### config.mk
export PLATFORM = sky130hd
export DESIGN_NAME = register_file
export DESIGN_NICKNAME = d
export VERILOG_FILES = /design/src/rtl/register_file_pkg.sv /design/src/rtl/register_file_reg_word.sv /design/src/rtl/register_file.sv
export SDC_FILE = /design/constraint.sdc
export NUM_CORES = 2
export LEC_CHECK = 0
export CAP_MARGIN = 20
export CORE_MARGIN = 2
export CORE_UTILIZATION = 55
export DETAILED_ROUTE_END_ITERATION = 10
export GPL_TIMING_DRIVEN = 0
export PLACE_DENSITY_LB_ADDON = 0.08
export SLEW_MARGIN = 10
export SYNTH_ARGS = -nofsm -noshare
export SYNTH_HDL_FRONTEND = slang
export SYNTH_SLANG_ARGS = --single-unit
### constraint.sdc
create_clock -name CLK -period 7.2 [get_ports CLK]
set_input_delay 2.16 -clock CLK [delete_from_list [all_inputs] [get_ports CLK]]
set_output_delay 2.16 -clock CLK [all_outputs]
set_load 0.02 [all_outputs]
### src/rtl/register_file_pkg.sv
// Shared constants for the register file and the pipeline stages that index it.
package register_file_pkg;

  localparam int DATA_W   = 32;
  localparam int ADDR_W   = 5;
  localparam int NUM_REGS = 32;
  localparam int ZERO_REG = 0;

endpackage

### src/rtl/register_file_reg_word.sv
// One architectural register: load-enabled word with asynchronous active-low clear.
module reg_word #(
  parameter int DATA_W = 32
) (
  input  logic              i_clk,
  input  logic              i_rst_n,
  input  logic              i_ld,
  input  logic [DATA_W-1:0] i_d,
  output logic [DATA_W-1:0] o_q
);

  logic [DATA_W-1:0] r_q;

  always_ff @(posedge i_clk or negedge i_rst_n) begin
    if (!i_rst_n) begin
      r_q <= '0;
    end else if (i_ld) begin
      r_q <= i_d;
    end
  end

  assign o_q = r_q;

endmodule

### src/rtl/register_file.sv
// Two-read, one-write register file with hardwired zero register and
// write-before-read bypass on both read ports.
module register_file #(
  parameter int DATA_W   = register_file_pkg::DATA_W,
  parameter int ADDR_W   = register_file_pkg::ADDR_W,
  parameter int NUM_REGS = register_file_pkg::NUM_REGS
) (
  input  logic              CLK,
  input  logic              RST_N,
  input  logic [ADDR_W-1:0] RS_ADDR,
  input  logic [ADDR_W-1:0] RT_ADDR,
  output logic [DATA_W-1:0] RS_DATA,
  output logic [DATA_W-1:0] RT_DATA,
  input  logic              WR_EN,
  input  logic [ADDR_W-1:0] WR_ADDR,
  input  logic [DATA_W-1:0] WR_DATA
);

  import register_file_pkg::*;

  logic [DATA_W-1:0]   w_q [NUM_REGS];
  logic [NUM_REGS-1:1] w_ld;
  logic                w_wr_live;
  logic [DATA_W-1:0]   w_rs_data;
  logic [DATA_W-1:0]   w_rt_data;

  // Register 0 has no storage; it is a constant zero feeding the read muxes.
  assign w_q[0]    = '0;
  assign w_wr_live = WR_EN && (WR_ADDR != ADDR_W'(ZERO_REG));

  always_comb begin
    w_ld = '0;
    for (int i = 1; i < NUM_REGS; i++) begin
      w_ld[i] = w_wr_live && (WR_ADDR == ADDR_W'(i));
    end
  end

  for (genvar g = 1; g < NUM_REGS; g++) begin : g_word
    reg_word #(
      .DATA_W(DATA_W)
    ) u_word (
      .i_clk  (CLK),
      .i_rst_n(RST_N),
      .i_ld   (w_ld[g]),
      .i_d    (WR_DATA),
      .o_q    (w_q[g])
    );
  end

  // Reads are gated by RST_N so both ports show zero and bypass is off in reset.
  always_comb begin
    w_rs_data = '0;
    if (RST_N && (RS_ADDR != ADDR_W'(ZERO_REG))) begin
      if (w_wr_live && (WR_ADDR == RS_ADDR)) begin
        w_rs_data = WR_DATA;
      end else begin
        w_rs_data = w_q[RS_ADDR];
      end
    end
  end

  always_comb begin
    w_rt_data = '0;
    if (RST_N && (RT_ADDR != ADDR_W'(ZERO_REG))) begin
      if (w_wr_live && (WR_ADDR == RT_ADDR)) begin
        w_rt_data = WR_DATA;
      end else begin
        w_rt_data = w_q[RT_ADDR];
      end
    end
  end

  assign RS_DATA = w_rs_data;
  assign RT_DATA = w_rt_data;

endmodule

==> impl_metrics.toml <==
[global_route]
grt_pass1_vias = 38500
grt_remaining_overflow = 0
grt_pass1_wl_mm = 316
grt_usage_pct = 46.9
grt_max_degree = 160
antenna_found_initial = 17

[power]
cellPowerDensity_mw_per_mm2 = 280
p_leak_nw = 27.1
ir_drop_mv = 0.309
total_power_mw = 17.7

[critical_path]
crit_required_ps = 5040
start_kind = "input port"
r2r_end = "g_word[11].u_word.o_q[17]"
reg2reg_from = "g_word[11].u_word.o_q[17]"
startpoint = "RT_ADDR[2]"
crit_path_end = "RT_DATA[15]"
endpoint_kind = "output port"
worstPathMaxFanout = 10
r2r_slack_ps = 6370
critPathKind = "input port to output port"
reg2reg_depth = 1
cp.arrival_ps = 5270

[clock_network]
cts_tree = "done"
htree_num_levels = 3
cts_inserted_buffers = 111
clock_tree.root_cell = "clkbuf_16"
holdBufCountCts = 0
clk_pin_slew_ps = 60
clkSinkCount = 992
worst_skew_pair.late_latency_ps = 730
max-clock-path-buffers = 3

[logic_synthesis]
synth_edf_count = 0
synth_area_per_cell_um2 = 14.4
syn_nets = 3773
synth_area_leader_cell = "dfrtp_1"
ys.flop_type = "dfrtp_1"
async_flop_share_pct = 100
synth.distinct_cells = 50
ys_seq_area_share_pct = 46.2
syn_inst = 3723
synth_top_area_share_pct = 46.2
synth_area_leaders = "dfrtp_1 46%, mux2_2 23%, mux4_2 17%"
synth_warnings = 0
synth-seq-cells = 992
synthesis.area_mm2 = 0.0537

[sta]
clock-skew-final_ps = 0
max_slew.worst_pin.slew_ps = 1070
grt_setup_unrepaired = "yes"
slew_violations = 0
slew_headroom_pct = 27.8
min_period_ps = 7430
fmax_ghz = 0.135
fin_ws_ps = -230
fin_crit_sh_pct = 103
tns_ps = -1300
hold_viol = 0
setup_viol = 29

[drt]
routed_wl_mm = 233
drc_errors = 0
vias = 39600
dr.pass1.iters = 8
drt_iter0_markers = 5134
post_drt_via_cell_ratio = 7.37
drt-wirelength-per-cell_um = 43.4
ant_nets = 0

[floorplan]
start_util_pct = 55.6
io_pins = 114
rows = 114
fp.dieW_um = 317
die-area_mm2 = 0.100
die_h_um = 317
core-area_mm2 = 0.0967

[cells_and_area]
drive_above_1_share_pct = 51.9
fillCellCount = 7180
fin_nets = 4045
syn_to_final_growth_pct = 17.9
largest_reg_flops = 992

[placement]
post-dp-hpwl_mm = 169
routabilityCongestion = 1.01
place.port_buffers = 105

[outcome]
outcome = "finished with violations"
violations = "negative setup slack"

[flow_run]
max-cap-violations = 0

[min_path]
worstHoldPathType = "flip-flop to flip-flop"
## layer usage
layer | vias up | GRT usage, % | part of all wire (%) | wire length [um]
met3 | 701 | 25.0 | 16 | 36300
met5 | - | 0 | 0.063 | 147
met2 | 2837 | 61.8 | 40 | 92900
met4 | 16 | 27.4 | 7.2 | 16900
li1 | 15000 | - | - | -
met1 | 21000 | 61.2 | 37 | 87100
## worst min-delay path by stage
stage	endpoint	cells after the start	slack, ps	startpoint
finish	g_word[11].u_word.o_q[15]	1	520	g_word[11].u_word.o_q[15]
global route	g_word[11].u_word.o_q[15]	1	530	g_word[11].u_word.o_q[15]
CTS	g_word[11].u_word.o_q[15]	1	510	g_word[11].u_word.o_q[15]
detailed placement	g_word[11].u_word.o_q[15]	1	500	g_word[11].u_word.o_q[15]
global placement	g_word[11].u_word.o_q[15]	1	490	g_word[11].u_word.o_q[15]
floorplan	g_word[11].u_word.o_q[15]	1	470	g_word[11].u_word.o_q[15]
## cell type report
class | count | area (um2) | area share, %
sequential | 992 | 24800 | 39.2
buffer | 394 | 2800 | 4.42
inverter | 1 | 3.75 | 0.00592
multi-input combinational | 2327 | 28500 | 45.0
tap | 1276 | 1600 | 2.52
clock buffer | 165 | 3250 | 5.13
clock inverter | 39 | 484 | 0.764
timing repair buffer | 168 | 1860 | 2.94
antenna | 10 | 25.0 | 0.0395
## cell families (layout without fill, tap and decap cells)
logic type	Yosys count	in the layout	synth area share, %
simple gates	288	288	2.87
other cells	0	10	0
xor+xnor	10	10	0.163
mux	1621	1621	41.9
flops	992	992	46.2
buf+inv	404	767	3.22
compound gates	408	408	5.62
## worst max-delay path: stages
cell             delay (ps)
clkdlybuf4s15_2         280
buf_4                   240
buf_4                   230
buf_6                   230
buf_12                  230
nor2b_1                 170
nor3_2                  520
a221oi_1                180
o211ai_1                720
buf_4                   270
## Yosys cell counts, types with 44 or more instances
cell type,count
mux2i_1,142
nor2b_1,59
a21oi_1,64
nor2_1,49
mux2_2,1079
buf_2,95
a211oi_1,44
mux4_2,396
buf_1,61
nand2_1,58
clkbuf_1,226
o22ai_1,75
dfrtp_1,992
## power by group
group          switching [mW]  internal, mW  total (mW)
combinational            2.06          2.22        4.28
sequential              0.855          6.67        7.53
clock                    2.49          3.44        5.93
total                    5.41          12.3        17.7
## cells in the final DEF (no fill, tap or decap), types with 44 or more instances in the layout
| cell type | n |
|---|---|
| a21oi_1 | 45 |
| buf_4 | 69 |
| buf_6 | 48 |
| clkbuf_1 | 185 |
| clkbuf_16 | 112 |
| clkdlybuf4s50_1 | 52 |
| dfrtp_1 | 992 |
| mux2_2 | 1079 |
| mux2i_1 | 114 |
| mux4_2 | 396 |
| nand2_1 | 55 |
| nor2_1 | 44 |
| nor2b_1 | 56 |
| o22ai_1 | 44 |
## per-stage QoR
stage / instance area (um2) / setup slack [ps] / util (%) / hold slack, ps / instances
after floorplan: 53700 / 928 / - / 470 / 3723
after global placement: 56400 / -46420 / 58.3 / 489 / 5104
after detailed placement: 56800 / -2150 / 58.8 / 500 / 5127
after CTS: 62900 / -7.16 / 65.0 / 514 / 5347
after global routing: 63400 / -42.0 / 65.5 / 528 / 5365
final: 63400 / -230 / 65.5 / 519 / 5372
## timing repair
item                       in CTS  in global routing
pin swaps                      49                 24
buffers inserted               21                 14
gates cloned                    4                  1
hold endpoints to repair        0                  0
gates resized for setup       638                 99
setup endpoints to repair      64                 43
Power figures use the tool's default switching activity.
